--- src/rtl/ram_s_ctrl_pkg.sv ---
// Shared constants, state codes and small helpers for the RAM_S controller.
package ram_s_ctrl_pkg;

    localparam int RAM_S_ADDR_WIDTH = 6;
    localparam int RAM_S_DATA_WIDTH = 16;
    localparam int RAM_S_MEM_SIZE   = 64;
    localparam int RAM_S_LOCK_MAX   = 8;

    typedef enum logic {
        RAM_S_CTL_IDLE  = 1'b0,
        RAM_S_CTL_CLEAR = 1'b1
    } ram_s_ctl_e;

    // One-hot two-bit vector selecting requester idx.
    function automatic logic [1:0] req_onehot(input logic idx);
        logic [1:0] vec;
        if (idx) begin
            vec = 2'b10;
        end else begin
            vec = 2'b01;
        end
        return vec;
    endfunction

endpackage

--- src/rtl/ram_s_ctrl_rr_arb2.sv ---
// Two-way round-robin arbiter with burst locking and a bounded lock length.
module rr_arb2
    import ram_s_ctrl_pkg::*;
#(
    parameter int LOCK_MAX = RAM_S_LOCK_MAX
) (
    input  logic       clk,
    input  logic       rst_n,
    input  logic       enable,
    input  logic [1:0] valid,
    input  logic [1:0] lock,
    output logic [1:0] grant
);

    localparam int                CNT_W      = $clog2(LOCK_MAX + 1);
    localparam logic [CNT_W-1:0]  LOCK_LIMIT = CNT_W'(LOCK_MAX);

    logic             rr_ptr_r;
    logic             lock_act_r;
    logic             lock_id_r;
    logic [CNT_W-1:0] lock_cnt_r;

    logic             gnt_id_s;
    logic             locked_s;
    logic             other_s;
    logic             issue_s;
    logic [1:0]       grant_s;

    // Pick the winner: an active lock beats round-robin until it hits its limit.
    always_comb begin
        gnt_id_s = 1'b0;
        locked_s = 1'b0;
        other_s  = ~lock_id_r;
        if (lock_act_r && valid[lock_id_r]) begin
            if ((lock_cnt_r == LOCK_LIMIT) && valid[other_s]) begin
                gnt_id_s = other_s;
            end else begin
                gnt_id_s = lock_id_r;
                locked_s = 1'b1;
            end
        end else if (valid == 2'b11) begin
            gnt_id_s = rr_ptr_r;
        end else begin
            gnt_id_s = valid[1] & ~valid[0];
        end
    end

    // Gate the grant with the enable and with any request being present.
    always_comb begin
        grant_s = 2'b00;
        if (enable && (valid != 2'b00)) begin
            grant_s = req_onehot(gnt_id_s);
        end else begin
            grant_s = 2'b00;
        end
    end

    assign issue_s = |grant_s;
    assign grant   = grant_s;

    // Pointer and lock bookkeeping; a locked grant does not move the pointer.
    always_ff @(posedge clk or negedge rst_n) begin
        if (!rst_n) begin
            rr_ptr_r   <= 1'b0;
            lock_act_r <= 1'b0;
            lock_id_r  <= 1'b0;
            lock_cnt_r <= {CNT_W{1'b0}};
        end else if (issue_s) begin
            if (!locked_s) begin
                rr_ptr_r <= ~gnt_id_s;
            end else begin
                rr_ptr_r <= rr_ptr_r;
            end
            lock_act_r <= lock[gnt_id_s];
            lock_id_r  <= gnt_id_s;
            if (locked_s && lock[gnt_id_s]) begin
                if (lock_cnt_r == LOCK_LIMIT) begin
                    lock_cnt_r <= lock_cnt_r;
                end else begin
                    lock_cnt_r <= lock_cnt_r + CNT_W'(1);
                end
            end else begin
                lock_cnt_r <= {CNT_W{1'b0}};
            end
        end else begin
            lock_act_r <= 1'b0;
            lock_cnt_r <= {CNT_W{1'b0}};
        end
    end

endmodule

--- src/rtl/ram_s_ctrl.sv ---
// RAM_S port controller: two-requester arbitration, read tracking and a
// zero-fill sequencer driving the single-port SRAM pins.
module ram_s_ctrl
    import ram_s_ctrl_pkg::*;
#(
    parameter int ADDR_WIDTH = RAM_S_ADDR_WIDTH,
    parameter int DATA_WIDTH = RAM_S_DATA_WIDTH,
    parameter int MEM_SIZE   = RAM_S_MEM_SIZE,
    parameter int LOCK_MAX   = RAM_S_LOCK_MAX
) (
    input  logic                  CK,
    input  logic                  RST_N,
    input  logic [1:0]            req_valid,
    input  logic [1:0]            req_we,
    input  logic [1:0]            req_lock,
    input  logic [ADDR_WIDTH-1:0] req_addr0,
    input  logic [ADDR_WIDTH-1:0] req_addr1,
    input  logic [DATA_WIDTH-1:0] req_wdata0,
    input  logic [DATA_WIDTH-1:0] req_wdata1,
    output logic [1:0]            req_ready,
    output logic [1:0]            rsp_valid,
    output logic [DATA_WIDTH-1:0] rsp_rdata,
    input  logic                  clr_start,
    output logic                  clr_busy,
    output logic                  clr_done,
    output logic [ADDR_WIDTH-1:0] ram_a,
    output logic                  ram_we,
    output logic                  ram_oe,
    output logic [DATA_WIDTH-1:0] ram_d,
    input  logic [DATA_WIDTH-1:0] ram_q
);

    localparam logic [ADDR_WIDTH-1:0] LAST_IDX = ADDR_WIDTH'(MEM_SIZE - 1);

    ram_s_ctl_e            state_r;
    logic [ADDR_WIDTH-1:0] clr_cnt_r;
    logic                  clr_done_r;
    logic                  rd_pend_r;
    logic                  rd_tag_r;
    logic [ADDR_WIDTH-1:0] ram_a_last_r;

    logic                  arb_en_s;
    logic [1:0]            grant_s;
    logic                  issue_s;
    logic                  gnt_id_s;
    logic [ADDR_WIDTH-1:0] mux_a_s;
    logic                  mux_we_s;
    logic [DATA_WIDTH-1:0] mux_d_s;

    assign arb_en_s = (state_r == RAM_S_CTL_IDLE);
    assign issue_s  = |grant_s;
    assign gnt_id_s = grant_s[1];

    rr_arb2 #(
        .LOCK_MAX (LOCK_MAX)
    ) u_arb (
        .clk    (CK),
        .rst_n  (RST_N),
        .enable (arb_en_s),
        .valid  (req_valid),
        .lock   (req_lock),
        .grant  (grant_s)
    );

    // RAM pin mux: clear sequencer, granted request, or hold address when idle.
    always_comb begin
        mux_a_s  = ram_a_last_r;
        mux_we_s = 1'b0;
        mux_d_s  = {DATA_WIDTH{1'b0}};
        if (state_r == RAM_S_CTL_CLEAR) begin
            mux_a_s  = clr_cnt_r;
            mux_we_s = 1'b1;
        end else if (issue_s) begin
            mux_a_s  = gnt_id_s ? req_addr1 : req_addr0;
            mux_we_s = req_we[gnt_id_s];
            if (req_we[gnt_id_s]) begin
                mux_d_s = gnt_id_s ? req_wdata1 : req_wdata0;
            end else begin
                mux_d_s = {DATA_WIDTH{1'b0}};
            end
        end else begin
            mux_a_s = ram_a_last_r;
        end
    end

    // Output stage; everything reads as its reset value while RST_N is low.
    always_comb begin
        req_ready = 2'b00;
        rsp_valid = 2'b00;
        rsp_rdata = {DATA_WIDTH{1'b0}};
        clr_busy  = 1'b0;
        clr_done  = 1'b0;
        ram_a     = {ADDR_WIDTH{1'b0}};
        ram_we    = 1'b0;
        ram_oe    = 1'b0;
        ram_d     = {DATA_WIDTH{1'b0}};
        if (RST_N) begin
            req_ready = grant_s;
            if (rd_pend_r) begin
                rsp_valid = req_onehot(rd_tag_r);
                rsp_rdata = ram_q;
            end else begin
                rsp_valid = 2'b00;
                rsp_rdata = {DATA_WIDTH{1'b0}};
            end
            clr_busy = (state_r == RAM_S_CTL_CLEAR);
            clr_done = clr_done_r;
            ram_a    = mux_a_s;
            ram_we   = mux_we_s;
            ram_oe   = rd_pend_r;
            ram_d    = mux_d_s;
        end else begin
            req_ready = 2'b00;
        end
    end

    // Controller FSM and clear counter.
    always_ff @(posedge CK or negedge RST_N) begin
        if (!RST_N) begin
            state_r    <= RAM_S_CTL_IDLE;
            clr_cnt_r  <= {ADDR_WIDTH{1'b0}};
            clr_done_r <= 1'b0;
        end else begin
            case (state_r)
                RAM_S_CTL_IDLE: begin
                    clr_done_r <= 1'b0;
                    if (clr_start) begin
                        state_r   <= RAM_S_CTL_CLEAR;
                        clr_cnt_r <= {ADDR_WIDTH{1'b0}};
                    end else begin
                        state_r   <= RAM_S_CTL_IDLE;
                    end
                end
                RAM_S_CTL_CLEAR: begin
                    if (clr_cnt_r == LAST_IDX) begin
                        state_r    <= RAM_S_CTL_IDLE;
                        clr_cnt_r  <= {ADDR_WIDTH{1'b0}};
                        clr_done_r <= 1'b1;
                    end else begin
                        clr_cnt_r  <= clr_cnt_r + ADDR_WIDTH'(1);
                        clr_done_r <= 1'b0;
                    end
                end
                default: begin
                    state_r    <= RAM_S_CTL_IDLE;
                    clr_cnt_r  <= {ADDR_WIDTH{1'b0}};
                    clr_done_r <= 1'b0;
                end
            endcase
        end
    end

    // Read tracking: the response slot is the cycle after a read is issued.
    always_ff @(posedge CK or negedge RST_N) begin
        if (!RST_N) begin
            rd_pend_r    <= 1'b0;
            rd_tag_r     <= 1'b0;
            ram_a_last_r <= {ADDR_WIDTH{1'b0}};
        end else begin
            rd_pend_r    <= issue_s & ~req_we[gnt_id_s];
            rd_tag_r     <= gnt_id_s;
            ram_a_last_r <= mux_a_s;
        end
    end

endmodule

--- config.mk ---
export PLATFORM = sky130hd
export DESIGN_NAME = ram_s_ctrl
export DESIGN_NICKNAME = d
export VERILOG_FILES = /design/src/rtl/ram_s_ctrl_pkg.sv /design/src/rtl/ram_s_ctrl_rr_arb2.sv /design/src/rtl/ram_s_ctrl.sv
export SDC_FILE = /design/constraint.sdc
export NUM_CORES = 1
export LEC_CHECK = 0
export ABC_CLOCK_PERIOD_IN_PS = 6300
export CAP_MARGIN = 40
export CORE_MARGIN = 2
export CORE_UTILIZATION = 35
export CTS_BUF_LIST = sky130_fd_sc_hd__clkbuf_8
export DETAILED_ROUTE_END_ITERATION = 12
export PLACE_DENSITY = 0.8
export RECOVER_POWER = 100
export SLEW_MARGIN = 40
export SYNTH_ARGS = -nofsm -noshare
export SYNTH_HDL_FRONTEND = slang
export SYNTH_SLANG_ARGS = --single-unit
--- constraint.sdc ---
create_clock -name CK -period 6.3 [get_ports CK]
set_input_delay 1.26 -clock CK [delete_from_list [all_inputs] [get_ports CK]]
set_output_delay 1.26 -clock CK [all_outputs]
set_load 0.05 [all_outputs]
==> metrics.yaml, run 1 <==
synthesis:
  synth_top_area_share_pct: 29.8
  ys_warn_count: 0
  synth.distinct_cells: 47
  synth_area_leader_cell: "dfrtp_1"
  ys_top_cells_by_area: "dfrtp_1 (30%), mux2i_1 (10%), nand2_1 (7.6%)"
  ys_seq_elements: 23
  synthArstFlopShare_pct: 100
  synthFlopType: "dfrtp_1"
  synth.area.mux_share_pct: 11.7
  synth.avg_cell_area_um2: 7.99
  synth_compound_area_share_pct: 20.1
  synth_seq_area_share_pct: 29.8
  synthXorXnorAreaFrac_pct: 3.17
  synthAdderAreaFrac_pct: 1.94
  syn-instance-count: 242
  syn_nets: 314
  synth-simple-area-share_pct: 25.7
  synth_edf_count: 0
  synth_top_family_by_area: "simple AND/OR/NAND/NOR gates"
  netlist_area_um2: 1930
global_route:
  grt_pass1_vias: 2250
  grt_overflow: 0
  grt_pass1_wl_um: 10700
  grt.total_usage_pct: 21.4
  grt_max_degree: 34
  antenna_found_initial: 0
setup_path:
  startpoint: "req_valid[0]"
  cp_data_required_time_ns: 5.04
  critPathLaunchType: "input pin"
  crit_type: "in2out"
  cp-end-kind: "primary output"
  path_max_fanout: 18
  reg2reg_from: "state_r"
  crit_arrival_ns: 4.42
detailed_routing:
  drc: 0
  avgRoutedWirePerCell_um: 15.1
  vias: 2254
  avgViaCountPerCell: 5.39
  routed_wl_um: 6300
  drtIter0Drc: 182
  firstDrtPassIters: 4
  antenna_left: 0
clock_network:
  ctsResizeCount: 0
  post_cts_buffers: 0
  numCtsBuffers: 3
  cts-root-buf: "clkbuf_8"
  clk_pin_slew_ns: 0.09
  cts_tree: "done"
  htreeDepth: 1
  cts-hold-fix-buffers: 0
  clock_sinks: 23
  clk_latency_ns: 0.27
  cts_buffer_depth: 2
die:
  core_area_um2: 5410
  die-area_um2: 6140
  num_rows: 27
  dieWidth_um: 78.3
  die_h_um: 78.3
  initial_utilization_pct: 35.8
  pin_count: 115
power:
  p_per_area_nw_per_um2: 198
  leakage_uw: 0.00136
  ir_worst_vdd_uv: 124
timing:
  worst_slew_pin_slew_ns: 0.753
  drv_slew: 0
  fin_crit_sh_pct: 90.2
  hold_violations: 0
  rsz0062_at_grt: "no"
  fmax_mhz: 176
  finClkSkew_ns: 0.00855
  tns_ns: 0
  whs_ns: 0.564
  maxSlewHeadroom_pct: 49.8
  finalSetupViolations: 0
  finalWorstPathRequiredPeriod_ns: 5.68
placement:
  dp_cells: 414
  gp_congestion: 0.814
  dpl_cell_area_um2: 3090
  io_buffers: 114
  hpwlAfterDp_um: 4910
cells_and_area:
  fillers: 514
  area.growth.synth_to_final_pct: 61.3
  diodes: 0
  fin_area_um2: 3120
  layout.cells.non_filler: 418
  nets: 419
  drive_gt1_share_pct: 3.47
status:
  status: "finished clean"
worst_hold_path:
  min_path_type: "reg2reg"
  hold_path_startpoint: "clr_cnt_r[0]"
job:
  drv_cap: 0
## per-stage QoR
step	util, %	total power (uW)	setup slack [ns]
floorplan	-	419	1.62
global placement	57.2	523	0.977
detailed placement	57.2	534	0.892
CTS	58.1	627	0.867
global route	57.7	659	0.381
finish	57.7	617	0.618
## cell usage after synthesis, types with 2 or more instances
library cell / instances
nand2_1: 39
dfrtp_1: 23
and3_1: 21
mux2i_1: 20
a21oi_1: 13
nand3_1: 12
o21ai_0: 12
nor2_1: 10
clkbuf_1: 9
inv_1: 9
buf_2: 6
o32ai_1: 5
a31oi_1: 4
and2_1: 4
nand4_1: 4
xnor2_1: 4
a311oi_1: 3
ha_1: 3
nor3_1: 3
o22ai_1: 3
o31ai_1: 3
xor2_1: 3
a221oi_1: 2
and3b_1: 2
buf_6: 2
o221ai_1: 2
## critical path, cell delays in order
cell and delay (ns):
dlygate4sd3_1 0.83, inv_1 0.12, o31ai_1 0.26, clkbuf_1 0.51
nor3_4 0.07, buf_4 0.24, mux2i_1 0.20, dlygate4sd3_1 0.90
## area by class of cell
| class | instances | area (um^2) | share of cell area [%] |
|---|---|---|---|
| clock inverter | 1 | 5.00 | 0.160 |
| clock buffer | 3 | 41.3 | 1.32 |
| timing repair buffer | 119 | 1150 | 36.9 |
| inverter | 10 | 37.5 | 1.20 |
| multi-input combinational | 190 | 1220 | 39.0 |
| tap | 72 | 90.1 | 2.89 |
| sequential | 23 | 576 | 18.5 |
## metal layers
metal	GRT usage (%)	up-vias	wire [um]
met5	0	-	0
met4	3.68	0	46
met3	4.83	4	524
met2	37.7	105	3050
met1	27.1	1060	2670
li1	-	1085	-
## cell families (layout without fill, tap and decap cells)
kind of cell | after synthesis | after routing
adders and majority gates | 3 | 3
buffers and inverters | 29 | 133
and+or+nand+nor | 100 | 100
DFF | 23 | 23
AOI/OAI and AO/OA | 58 | 58
muxes | 22 | 22
xor gates and xnor gates | 7 | 7
## flip-flops by register name, indices dropped and copies added (netlist names)
register,count
clr_cnt_r,6
u_arb.lock_cnt_r,4
u_arb.lock_id_r,1
clr_done_r,1
u_arb.lock_act_r,1
ram_a_last_r,6
state_r,1
u_arb.rr_ptr_r,1
rd_pend_r,1
rd_tag_r,1
## where the power goes
part	switching, uW	internal (uW)	total [uW]
combinational	156	126	282
clock	49.9	44.2	94.1
sequential	46.9	194	241
total	253	364	617
## final timing paths
check,slack (ns),to,cells after the start
min in group asynchronous,1.56,clr_cnt_r[5],2
max in group asynchronous,3.92,rd_pend_r,3
min,0.56,clr_cnt_r[0],1
min reg2reg,0.56,clr_cnt_r[0],1
max,0.62,ram_d[2],8
max reg2reg,3.75,u_arb.lock_id_r,5
## placed cells by master, fill, tap and decap left out, types with 9 or more instances in the layout
cell type / count
clkdlybuf4s50_1: 65
nand3_1: 12
and3_1: 21
dlygate4sd3_1: 46
inv_1: 9
mux2i_1: 20
a21oi_1: 13
o21ai_0: 12
nor2_1: 10
nand2_1: 39
dfrtp_1: 23
(Power assumes the default switching activity.)
==> run 2: changes to the inputs <==
--- a/config.mk
+++ b/config.mk
@@ -10,10 +10,12 @@
 export CORE_MARGIN = 2
 export CORE_UTILIZATION = 35
 export CTS_BUF_LIST = sky130_fd_sc_hd__clkbuf_8
+export CTS_CLUSTER_DIAMETER = 80
 export DETAILED_ROUTE_END_ITERATION = 12
 export PLACE_DENSITY = 0.8
 export RECOVER_POWER = 100
-export SLEW_MARGIN = 40
+export SLEW_MARGIN = 20
 export SYNTH_ARGS = -nofsm -noshare
 export SYNTH_HDL_FRONTEND = slang
 export SYNTH_SLANG_ARGS = --single-unit
+export TNS_END_PERCENT = 50
==> results of run 2 <==
Same layout as run 1: the final DEF is identical, and so are final timing and power.
==> run 3: changes to the inputs <==
--- a/config.mk
+++ b/config.mk
@@ -12,7 +12,8 @@
 export CTS_BUF_LIST = sky130_fd_sc_hd__clkbuf_8
 export CTS_CLUSTER_DIAMETER = 80
 export DETAILED_ROUTE_END_ITERATION = 12
-export PLACE_DENSITY = 0.8
+export DONT_BUFFER_PORTS = 1
+export PLACE_DENSITY = 0.53
 export RECOVER_POWER = 100
 export SLEW_MARGIN = 20
 export SYNTH_ARGS = -nofsm -noshare
==> run 3 against run 2 <==
The flow now finishes with violations (max-capacitance violations); final area shrank 33%; first-iteration DRC count decreased by 36%; critical path depth fell by 2; non-clock buffer count shrank 89; cell count decreased by 21%; combinational power shrank 20%; via count fell by 16%; core utilization is 19 points lower; worst hold slack gained 0.0083 ns; critical path type unchanged; critical endpoint is now ram_d[13].
==> metrics.yaml, run 3 (same netlist as run 1, synthesis figures left out) <==
cells_and_area:
  area.growth.synth_to_final_pct: 8.73
  final_common_cell: "nand2_1"
  drive_gt1_share_pct: 5.06  # +1.6 points
  multi_input_area_um2: 1240  # +1.6%
  mostFrequentLayoutCells: "nand2_1 (39), clkbuf_1 (29), dfrtp_1 (23)"
  register_area_um2: 576  # unchanged
  fillers: 587  # +14%
  diodes: 0  # unchanged
  layout.cells.non_filler: 329  # -21%
  nets: 330  # -21%
  reg_top3: "clr_cnt_r x6, ram_a_last_r x6, u_arb.lock_cnt_r x4"
  fin_area_um2: 2100  # -33%
  final_core_util_pct: 38.9  # -19 points
power:
  power.internal_uw: 319  # -12%
  p_per_area_nw_per_um2: 265  # +34%
  netSwitchingPower_uw: 239  # -5.6%
  leakage_uw: 0.000824  # -39%
  pwr-share-seq_pct: 43.0  # +3.9 points
  ir_worst_vdd_uv: 101  # -19%
  clkPwrFrac_pct: 16.6  # +1.4 points
  combPwrFrac_pct: 40.4  # -5.3 points
  switching_share_pct: 42.8  # +1.8 points
worst_hold_path:
  min_path_type: "reg2reg"
die:
  dieWidth_um: 78.3  # unchanged
  core_area_um2: 5410  # unchanged
  die-area_um2: 6140  # unchanged
  die_h_um: 78.3  # unchanged
  initial_utilization_pct: 35.8  # unchanged
  num_rows: 27  # unchanged
  pin_count: 115  # unchanged
detailed_routing:
  firstDrtPassIters: 6  # +2
  avgViaCountPerCell: 5.75  # +6.6%
  antenna_left: 0  # unchanged
  drc: 0  # unchanged
  vias: 1892  # -16%
  drtIter0Drc: 116  # -36%
  avgRoutedWirePerCell_um: 16.4  # +9.2%
  routed_wl_um: 5410  # -14%
setup_path:
  cp-end-kind: "primary output"
  crit_arrival_ns: 3.83  # -0.59 ns
  critPathSlowestCell: "clkbuf_1"
  path_cells: "and3b_1 -> mux2_1 -> nor3_4 -> clkbuf_1 -> mux2i_1 -> clkbuf_1"
  path_max_fanout: 18  # unchanged
  cp_data_required_time_ns: 5.04  # about the same
  crit_type: "in2out"
  path_buf_inv: 2  # -3
  critPathLaunchType: "input pin"
  cpMostUsedCell: "clkbuf_1"
  slowest_delay_ns: 0.83  # -0.07 ns
  crit_family: "buffers and inverters"
clock_network:
  cts_buffer_depth: 2  # unchanged
  cts-root-buf: "clkbuf_8"
  clk_latency_ns: 0.26  # about the same
  htreeDepth: 1  # unchanged
  ctsResizeCount: 0  # unchanged
  clk_pin_slew_ns: 0.09  # about the same
  post_cts_buffers: 0  # unchanged
  cts-hold-fix-buffers: 0  # unchanged
  cts_tree: "done"
  numCtsBuffers: 3  # unchanged
  clock_sinks: 23  # unchanged
global_route:
  grt_pass1_wl_um: 8560  # -20%
  grt_max_degree: 48  # +41%
  grt_pass1_vias: 1722  # -23%
  grt.total_usage_pct: 17.3  # -4.1 points
  antenna_found_initial: 0  # unchanged
  grt_overflow: 0  # unchanged
timing:
  maxSlewHeadroom_pct: 1.76  # -48 points
  fmax_mhz: 197  # +12%
  whs_ns: 0.572  # +0.00832 ns
  drv_slew: 0  # unchanged
  hold_violations: 0  # unchanged
  finalSetupViolations: 0  # unchanged
  rsz0062_at_grt: "no"
  worst_slew_pin_slew_ns: 1.46  # +0.710 ns
  finalWorstPathRequiredPeriod_ns: 5.09  # -0.593 ns
  finClkSkew_ns: 0.00627  # -0.00229 ns
  tns_ns: 0  # unchanged
  fin_crit_sh_pct: 80.8  # -9.4 points
placement:
  dpl_cell_area_um2: 2170  # -30%
  dp_cells: 324  # -22%
  io_buffers: 0  # -100%
  gp_congestion: 0.740  # -9.0%
  hpwlAfterDp_um: 4090  # -17%
status:
  violations: "max-capacitance violations"
  status: "finished, violations left"
job:
  drv_cap: 1  # +1
==> run 3: path summary, 6_finish.rpt <==
path                         startpoint               to  slack [ns]  cells past startpoint
hold / removal             clr_cnt_r[0]     clr_cnt_r[0]        0.57                      1
hold reg to reg            clr_cnt_r[0]     clr_cnt_r[0]        0.57                      1
setup reg to reg                state_r  u_arb.lock_id_r        3.35                      6
max in group asynchronous         RST_N   u_arb.rr_ptr_r        5.53                      0
setup / recovery           req_valid[0]        ram_d[13]        1.21                      6
min in group asynchronous         RST_N     clr_cnt_r[0]        0.68                      0
==> run 3: area by class of cell <==
| class | count | share of cell area [%] |
|---|---|---|
| inverters | 10 | 1.78 |
| well taps | 72 | 4.28 |
| repair buffers | 30 | 5.53 |
| clock inverters | 1 | 0.238 |
| flip-flops and latches | 23 | 27.4 |
| multi-input cells | 190 | 58.8 |
| clock buffers | 3 | 1.96 |
==> run 3: layer usage <==
layer / up-vias / routed length (um) / GRT usage (%)
li1: 910 / - / -
met1: 884 / 2370 / 23.5
met2: 96 / 2560 / 28.1
met3: 2 / 453 / 4.60
met4: 0 / 26 / 2.63
met5: - / 0 / 0
==> run 3: per-stage QoR <==
| stage | power, uW | setup WS [ns] |
|---|---|---|
| after detailed placement | 480 | 2.19 |
| after global placement | 463 | 1.72 |
| after global routing | 607 | 0.954 |
| after floorplan | 419 | 1.62 |
| after CTS | 574 | 1.97 |
| final | 558 | 1.21 |
==> run 3: power groups by stage <==
| stage | clock, uW | sequential, uW | combinational (uW) |
|---|---|---|---|
| after floorplan | 0 | 227 | 192 |
| after global placement | 0 | 243 | 221 |
| after detailed placement | 0 | 243 | 236 |
| after CTS | 96.5 | 239 | 238 |
| after global routing | 104 | 248 | 255 |
| final | 92.8 | 240 | 225 |
